===== src/rtl/while_loop.sv =====
// Handshaked while-loop sequencer: repeatedly requests a condition evaluation and, while it holds,
// a body execution; counts completed bodies and optionally stops at an iteration limit.
module while_loop #(
  parameter int unsigned CNT_W    = 8,
  parameter int unsigned MAX_ITER = 255
) (
  input  logic             clk,
  input  logic             rst,
  input  logic             req,
  output logic             condReq,
  input  logic             condFin,
  input  logic             boolIn,
  output logic             bodyReq,
  input  logic             bodyFin,
  output logic             fin,
  output logic             busy,
  output logic [CNT_W-1:0] iterCount,
  output logic             limitHit
);

  typedef enum logic [2:0] {
    StIdle,
    StCond,
    StWaitCond,
    StBody,
    StWaitBody,
    StDone
  } state_e;

  localparam logic [CNT_W-1:0] IterSat   = '1;
  localparam logic [CNT_W-1:0] IterLimit = CNT_W'(MAX_ITER);

  state_e           state_q, state_d;
  logic [CNT_W-1:0] iter_q, iter_d, iter_inc;
  logic             limit_q, limit_d;

  // Saturating increment so an unlimited loop never wraps the count.
  assign iter_inc = (iter_q == IterSat) ? iter_q : iter_q + CNT_W'(1);

  always_ff @(posedge clk) begin
    if (rst) begin
      state_q <= StIdle;
      iter_q  <= '0;
      limit_q <= 1'b0;
    end else begin
      state_q <= state_d;
      iter_q  <= iter_d;
      limit_q <= limit_d;
    end
  end

  always_comb begin
    state_d = state_q;
    iter_d  = iter_q;
    limit_d = limit_q;
    case (state_q)
      StIdle: begin
        if (req) begin
          state_d = StCond;
          iter_d  = '0;
          limit_d = 1'b0;
        end
      end
      StCond:     state_d = StWaitCond;
      StWaitCond: begin
        if (condFin) state_d = boolIn ? StBody : StDone;
      end
      StBody:     state_d = StWaitBody;
      StWaitBody: begin
        if (bodyFin) begin
          iter_d = iter_inc;
          if ((MAX_ITER != 0) && (iter_inc == IterLimit)) begin
            state_d = StDone;
            limit_d = 1'b1;
          end else begin
            state_d = StCond;
          end
        end
      end
      StDone:     state_d = StIdle;
      default:    state_d = StIdle;
    endcase
  end

  always_comb begin
    condReq   = (state_q == StCond);
    bodyReq   = (state_q == StBody);
    fin       = (state_q == StDone);
    busy      = (state_q != StIdle);
    iterCount = iter_q;
    limitHit  = limit_q;
  end

endmodule

===== config.mk =====
export PLATFORM = sky130hd
export DESIGN_NAME = while_loop
export DESIGN_NICKNAME = d
export VERILOG_FILES = /design/src/rtl/while_loop.sv
export SDC_FILE = /design/constraint.sdc
export NUM_CORES = 1
export LEC_CHECK = 0
export ABC_AREA = 1
export CORE_UTILIZATION = 46
export CTS_CLUSTER_DIAMETER = 100
export DETAILED_ROUTE_END_ITERATION = 7
export DONT_BUFFER_PORTS = 1
export REMOVE_ABC_BUFFERS = 1
export SLEW_MARGIN = 10
export SYNTH_ARGS = -nofsm -noshare
export SYNTH_HDL_FRONTEND = slang
export SYNTH_SLANG_ARGS = --single-unit
export TNS_END_PERCENT = 50

===== constraint.sdc =====
create_clock -name clk -period 3.5 [get_ports clk]
set_input_delay 0.7 -clock clk [delete_from_list [all_inputs] [get_ports clk]]
set_output_delay 0.7 -clock clk [all_outputs]
set_load 0.01 [all_outputs]

==> results of run 1 <==
cell usage after synthesis, types with 3 or more instances:
cell and count:
a21oi_1 9, a21oi_2 3, dfxtp_1 12, inv_1 14, nand2_1 42, nand3_1 5
nor2_1 16, o21bai_1 3
registers in the layout (all words and copies together), names as in the netlist:
| signal | count |
|---|---|
| iterCount | 8 |
| limitHit | 1 |
| state_q | 3 |
cell families (layout without fill, tap and decap cells):
| family | Yosys count | in the layout |
|---|---|---|
| xor gates and xnor gates | 3 | 3 |
| DFF | 12 | 12 |
| adders and majority gates | 1 | 1 |
| and+or+nand+nor | 74 | 74 |
| buffers and inverters | 17 | 20 |
| AOI/OAI and AO/OA | 20 | 20 |
per-stage QoR:
step | power [mW] | setup WS (ps) | instance area (um^2)
detailed placement | 0.2020 | 1810 | 828.3
CTS | 0.3161 | 1635 | 864.6
global route | 0.3325 | 1548 | 864.6
floorplan | 0.1927 | 1944 | 808.3
finish | 0.3106 | 1651 | 864.6
global placement | 0.2025 | 1844 | 828.3
layout make-up:
| cell class | count | area share |
|---|---|---|
| well taps | 16 | 0.02315 |
| clock buffers | 4 | 0.04197 |
| multi-input cells | 98 | 0.5876 |
| flip-flops and latches | 12 | 0.2779 |
| inverters | 16 | 0.06946 |
metal layers:
layer  vias to the layer above  share of wire
li1                        406              -
met2                        21           0.40
met1                       316           0.52
met3                         4          0.070
met5                         -              0
met4                         0          0.010
worst max-delay path, delay by kind of cell, from the launching register on:
| family | cells | cell delay [ps] |
|---|---|---|
| simple gates | 2 | 320 |
| buf+inv | 2 | 220 |
| flops | 1 | 340 |
power breakdown:
group,switching [mW],internal [mW]
clock,0.0480,0.0633
sequential,0.00594,0.142
combinational,0.0358,0.0150
worst max path at each step:
stage,end,slack [ps],depth (start not counted),start
after floorplan,state_q[2]$_SDFFE_PP0P_,1940,10,iterCount[1]$_SDFFE_PP0P_
final,busy,1650,4,state_q[0]$_SDFFE_PP0P_
after global routing,busy,1550,4,state_q[0]$_SDFFE_PP0P_
after global placement,limitHit$_SDFFE_PP0P_,1840,10,iterCount[1]$_SDFFE_PP0P_
after detailed placement,state_q[2]$_SDFFE_PP0P_,1810,10,iterCount[1]$_SDFFE_PP0P_
after CTS,busy,1640,4,state_q[0]$_SDFFE_PP0P_
==> metrics.md, run 1 <==
| Metric | Value |
|---|---|
| Post-Synthesis Cells | `127` |
| Least-Margin Pin Slew | `421.7 ps` |
| Root Buffer Master | `clkbuf_4` |
| Hold path startpoint | `rst` |
| Final Util | `0.5484` |
| Max Fclk | `0.5407 GHz` |
| Critical Path AT | `1150 ps` |
| Crit Path Class | `reg -> out` |
| Hold Path Class | `in -> reg` |
| Clk_skew | `6.646 ps` |
| Period minus WS final | `1850 ps` |
| Max_slew headroom | `0.7189` |
| Synth area leaders | `dfxtp_1, nand2_1, nor2_1, inv_1, a21oi_1` |
| Biggest area consumer among synthesized cells | `dfxtp_1` |
| Row cnt | `14` |
| Tot GR Track Use | `0.2100` |
| Gpl congestion | `0.8874` |
| Clock Path Buffers | `2` |
| Netlist Area Pre-Place | `812.0 um^2` |
| Top Ports | `19` |
| Number of fillers in the final layout | `158` |
| Antenna cells | `0` |
| Die Span X | `44.02 um` |
| XOR/XNOR share of the synthesized area | `0.03236` |
| Slew Viols, Final | `0` |
| Hold depth | `1` |
| Post-Syn Area per Cell | `6.394 um^2` |
| Final WL | `1.703 mm` |
| Initial antenna violation count | `0` |
| Critical path cell sequence | `nor2_1 -> inv_1 -> nor2_1 -> inv_1` |
| RSZ-0062 raised after global routing | `no` |
| Initial DRC Count | `11` |
| Multi-input logic area | `508.0 um^2` |
| H-tree levels | `1` |
| Vias in the first global route | `721` |
| Clk_lat worst skew | `280 ps` |
| Final Cycle Share | `0.5284` |
| WL/cell | `11.66 um` |
| CP Capture Type | `output pin` |
| CP Max Fanout | `5` |
| First-pass GRT wire length | `3.022 mm` |
| Mux contribution to synthesized area | `0` |
| Clock buffer count from CTS | `3` |
| Met3 usage | `0.09388` |
| Register area share after synthesis | `0.2958` |
| Final Hold Viols | `0` |
| Worst R2R Path Depth | `10` |
| Largest family of logic cells by synthesized area | `simple AND/OR/NAND/NOR gates` |
| Detailed placement HPWL | `1.292 mm` |
| Post-Layout Cell Count | `146` |
| # hold bufs at CTS | `0` |
| TNS Setup | `0 ps` |
| Req. time, crit path | `2800 ps` |
| Status | `complete, no violations` |
| Hold_ws | `470.1 ps` |
| Synth Area in Compound Gates | `0.1525` |
| Ys flop type | `dfxtp_1` |
| Commonest non-fill, non-tap cells in the layout | `nand2_1, nor2_1, inv_1, dfxtp_1, a21oi_1` |
| Leak pwr | `0.3999 nW` |
| Max-cap violation count | `0` |
| Die ar. | `1937 um^2` |
| Starting density of the core | `0.5151` |
| Largest net degree at the start of global routing | `13` |
| Routed vias | `747` |
| TritonCTS clock tree | `done` |
| GRT busiest layer | `met1` |
| Die H | `44.02 um` |
| Most common cell after layout, fill and taps aside | `nand2_1` |
| Nets | `138` |
| FFs w/ async S/R, synth | `0` |
| Worst R2R End | `limitHit$_SDFFE_PP0P_` |
| RR Startpoint | `iterCount[1]$_SDFFE_PP0P_` |
| Share of cells above drive strength 1 | `0.1385` |
| Pre-Repair DR Iteration Count | `4` |
| Vias/cell | `5.116` |
| DP Cell Count | `142` |
| VDD IR max | `0.2180 mV` |
| EDFF count, synth | `0` |
| IO buf count | `0` |
| M1 GR Usage | `0.3030` |
| Simple-Gate Fraction of Synth Area | `0.4253` |
| Reg area | `240.2 um^2` |
| Yosys warning count | `0` |
| Post-DRT Antenna Nets | `0` |
| CTS sink cnt | `12` |
| Worst reg2reg setup slack | `1800 ps` |
| Post-synth top area share | `0.2958` |
| Grt ovf | `0` |
| Core area | `1577 um^2` |
| Crit-path max cell delay | `340 ps` |
| Worst-path clk slew | `80 ps` |
| Final Setup Violations | `0` |
| Post-Synth Adder-Cell Area | `0.01541` |
| Startpoint types | `register` |
| Yosys cell types | `24` |
| Pwr dens | `359.2 nW/um^2` |
| Hold endpoint | `state_q[2]$_SDFFE_PP0P_` |
| Flop and latch count out of synthesis | `12` |
| DRC | `0` |
| Synth-to-Final Area Change | `6.471%` |
| CP max-delay cell | `dfxtp_1` |
| Resized Gates After CTS | `0` |
| Post-CTS setup buffers | `0` |
| Met2 GRT Util | `0.2824` |
Note: power is estimated with default switching activity, not from simulation.
==> inputs of run 2 (changes only) <==
==> constraint.sdc (replaced) <==
create_clock -name clk -period 1.5 [get_ports clk]
set_input_delay 0.3 -clock clk [delete_from_list [all_inputs] [get_ports clk]]
set_output_delay 0.3 -clock clk [all_outputs]
set_load 0.01 [all_outputs]
==> metrics.md, run 2 (same netlist as run 1, synthesis figures left out) <==
| Metric | Value |
|---|---|
| Crit Path Class | `reg -> reg (was reg -> out)` |
| Final Setup Violations | `0 (unchanged)` |
| Least-Margin Pin Slew | `355.5 ps (was 421.7 ps)` |
| Clock Path Buffers | `2 (unchanged)` |
| Final instance area | `1003 um^2 (was 864.6 um^2)` |
| WL/cell | `11.69 um (was 11.66 um)` |
| Share of cells above drive strength 1 | `0.2986 (was 0.1385)` |
| Pwr dens | `753.1 nW/um^2 (was 359.2 nW/um^2)` |
| Die Span X | `44.02 um (unchanged)` |
| DP Cell Count | `155 (was 142)` |
| Status | `complete, no violations (unchanged)` |
| Die ar. | `1937 um^2 (unchanged)` |
| VDD IR max | `0.5691 mV (was 0.2180 mV)` |
| Starting density of the core | `0.5151 (unchanged)` |
| Clk_lat worst skew | `290 ps (was 280 ps)` |
| Overall power | `0.7557 mW (was 0.3106 mW)` |
| TritonCTS clock tree | `done (unchanged)` |
| Post-DRT Antenna Nets | `0 (unchanged)` |
| Tot GR Track Use | `0.2222 (was 0.2100)` |
| Buf/Inv on CP | `0 (was 2)` |
| CP max-delay cell | `dfxtp_2 (was dfxtp_1)` |
| Critical Path AT | `1670 ps (was 1150 ps)` |
| Row cnt | `14 (unchanged)` |
| Hold Path Class | `in -> reg (unchanged)` |
| Final worst-path setup slack | `60.55 ps (was 1651 ps)` |
| Root Buffer Master | `clkbuf_4 (unchanged)` |
| Detailed placement HPWL | `1.430 mm (was 1.292 mm)` |
| Worst-path clk slew | `90 ps (was 80 ps)` |
| CTS sink cnt | `12 (unchanged)` |
| Slew Viols, Final | `0 (unchanged)` |
| Synth-to-Final Area Change | `23.57% (was 6.471%)` |
| Final Hold Viols | `0 (unchanged)` |
| Number of fillers in the final layout | `149 (was 158)` |
| # hold bufs at CTS | `0 (unchanged)` |
| Core area | `1577 um^2 (unchanged)` |
| Initial DRC Count | `10 (was 11)` |
| RSZ-0062 raised after global routing | `yes (was no)` |
| Gpl congestion | `0.8637 (was 0.8874)` |
| Leak pwr | `0.4727 nW (was 0.3999 nW)` |
| Req. time, crit path | `1730 ps (was 2800 ps)` |
| Clock buffer count from CTS | `3 (unchanged)` |
| Top Ports | `19 (unchanged)` |
| Nets | `152 (was 138)` |
| Post-Place Worst Slack | `-7.221 ps (was 1810 ps)` |
| Initial antenna violation count | `0 (unchanged)` |
| H-tree levels | `1 (unchanged)` |
| Commonest non-fill, non-tap cells in the layout | `nand2_1, inv_1, nor2_1, buf_4, a21oi_1 (was nand2_1, nor2_1, inv_1, dfxtp_1, a21oi_1)` |
| Largest net degree at the start of global routing | `13 (unchanged)` |
| Vias/cell | `5.163 (was 5.116)` |
| Routed vias | `826 (was 747)` |
| DRC | `0 (unchanged)` |
| CP Max Fanout | `5 (unchanged)` |
| Crit-path max cell delay | `360 ps (was 340 ps)` |
| Max Fclk | `0.6947 GHz` |
| Pre-Repair DR Iteration Count | `4 (unchanged)` |
| CP top delay family | `simple AND/OR/NAND/NOR gates (was flip-flops)` |
| Period minus WS final | `1439 ps` |
| Final Cycle Share | `0.9596` |
| Grt ovf | `0 (unchanged)` |
| Post-DP Area | `925.9 um^2 (was 828.3 um^2)` |
| Clk_skew | `4.482 ps (was 6.646 ps)` |
| CP Capture Type | `register (was output pin)` |
| Die H | `44.02 um (unchanged)` |
| Antenna cells | `0 (unchanged)` |
| Max reg flops | `8 (unchanged)` |
| Startpoint types | `register (unchanged)` |
| Max-cap violation count | `0 (unchanged)` |
| Vias in the first global route | `753 (was 721)` |
| Final WL | `1.870 mm (was 1.703 mm)` |
| IO buf count | `0 (unchanged)` |
| Final Util | `0.6365 (was 0.5484)` |
| TNS Setup | `0 ps (unchanged)` |
| Max_slew headroom | `0.7612 (was 0.7189)` |
| Hold_ws | `57.92 ps (was 470.1 ps)` |
| Most common cell after layout, fill and taps aside | `nand2_1 (unchanged)` |
| Post-Layout Cell Count | `160 (was 146)` |
| Critical path cell sequence | `ha_4 -> nand2_4 -> nor2_8 -> nand2_4 -> xor2_1 -> nor2_2 -> nand3_2 -> nand2_1 -> nand2_1 -> a21oi_2 (was nor2_1 -> inv_1 -> nor2_1 -> inv_1)` |
| First-pass GRT wire length | `3.180 mm (was 3.022 mm)` |
[run 2: cell types whose count changed in the layout (fill, tap and decap cells not counted), moves of 2 or more]
| cell | delta |
|---|---|
| nor2_2 | +2 |
| dfxtp_2 | +5 |
| nor2_1 | -2 |
| nand2_2 | +2 |
| dfxtp_1 | -5 |
| buf_4 | +13 |
[run 2: path summary, 6_finish.rpt]
kind | startpoint | endpoint | slack (ps) | depth (start not counted)
max reg2reg | iterCount[1]$_SDFFE_PP0P_ | state_q[2]$_SDFFE_PP0P_ | 60 | 10
min reg2reg | iterCount[6]$_SDFFE_PP0P_ | iterCount[6]$_SDFFE_PP0P_ | 500 | 2
max | iterCount[1]$_SDFFE_PP0P_ | state_q[2]$_SDFFE_PP0P_ | 60 | 10
min | rst | iterCount[0]$_SDFFE_PP0P_ | 60 | 1
[run 2: routing by layer]
layer	share of wire	up-vias	global-route usage
met2	0.43	21	0.3382
met5	0	-	0
met3	0.051	7	0.04898
li1	-	432	-
met1	0.48	366	0.2893
met4	0.030	0	0.1273
[run 2: where the power goes]
part / total [mW] / switching, mW / internal [mW]
logic: 0.130 / 0.0861 / 0.0441
registers: 0.346 / 0.0137 / 0.332
clock network: 0.279 / 0.132 / 0.148
[run 2: layout make-up]
type | count | area (um^2) | area share
Inverter | 16 | 60.06 | 0.05985
Sequential cell | 12 | 246.5 | 0.2456
Tap cell | 16 | 20.02 | 0.01995
Multi-Input combinational cell | 99 | 543.0 | 0.5411
Clock buffer | 4 | 36.28 | 0.03616
Timing Repair Buffer | 13 | 97.59 | 0.09726
[run 2: worst register-to-register path: stages (launching register included)]
cell	delay, ps
dfxtp_2	360
ha_4	150
nand2_4	80
nor2_8	130
nand2_4	80
xor2_1	160
nor2_2	120
nand3_2	80
nand2_1	60
nand2_1	60
a21oi_2	100
[run 2: what timing repair did]
action / CTS / global route
setup buffers: 0 / 0
cloned: 0 / 1
pin swaps: 2 / 3
endpoints found under the setup margin: 2 / 4
gates resized for setup: 4 / 8
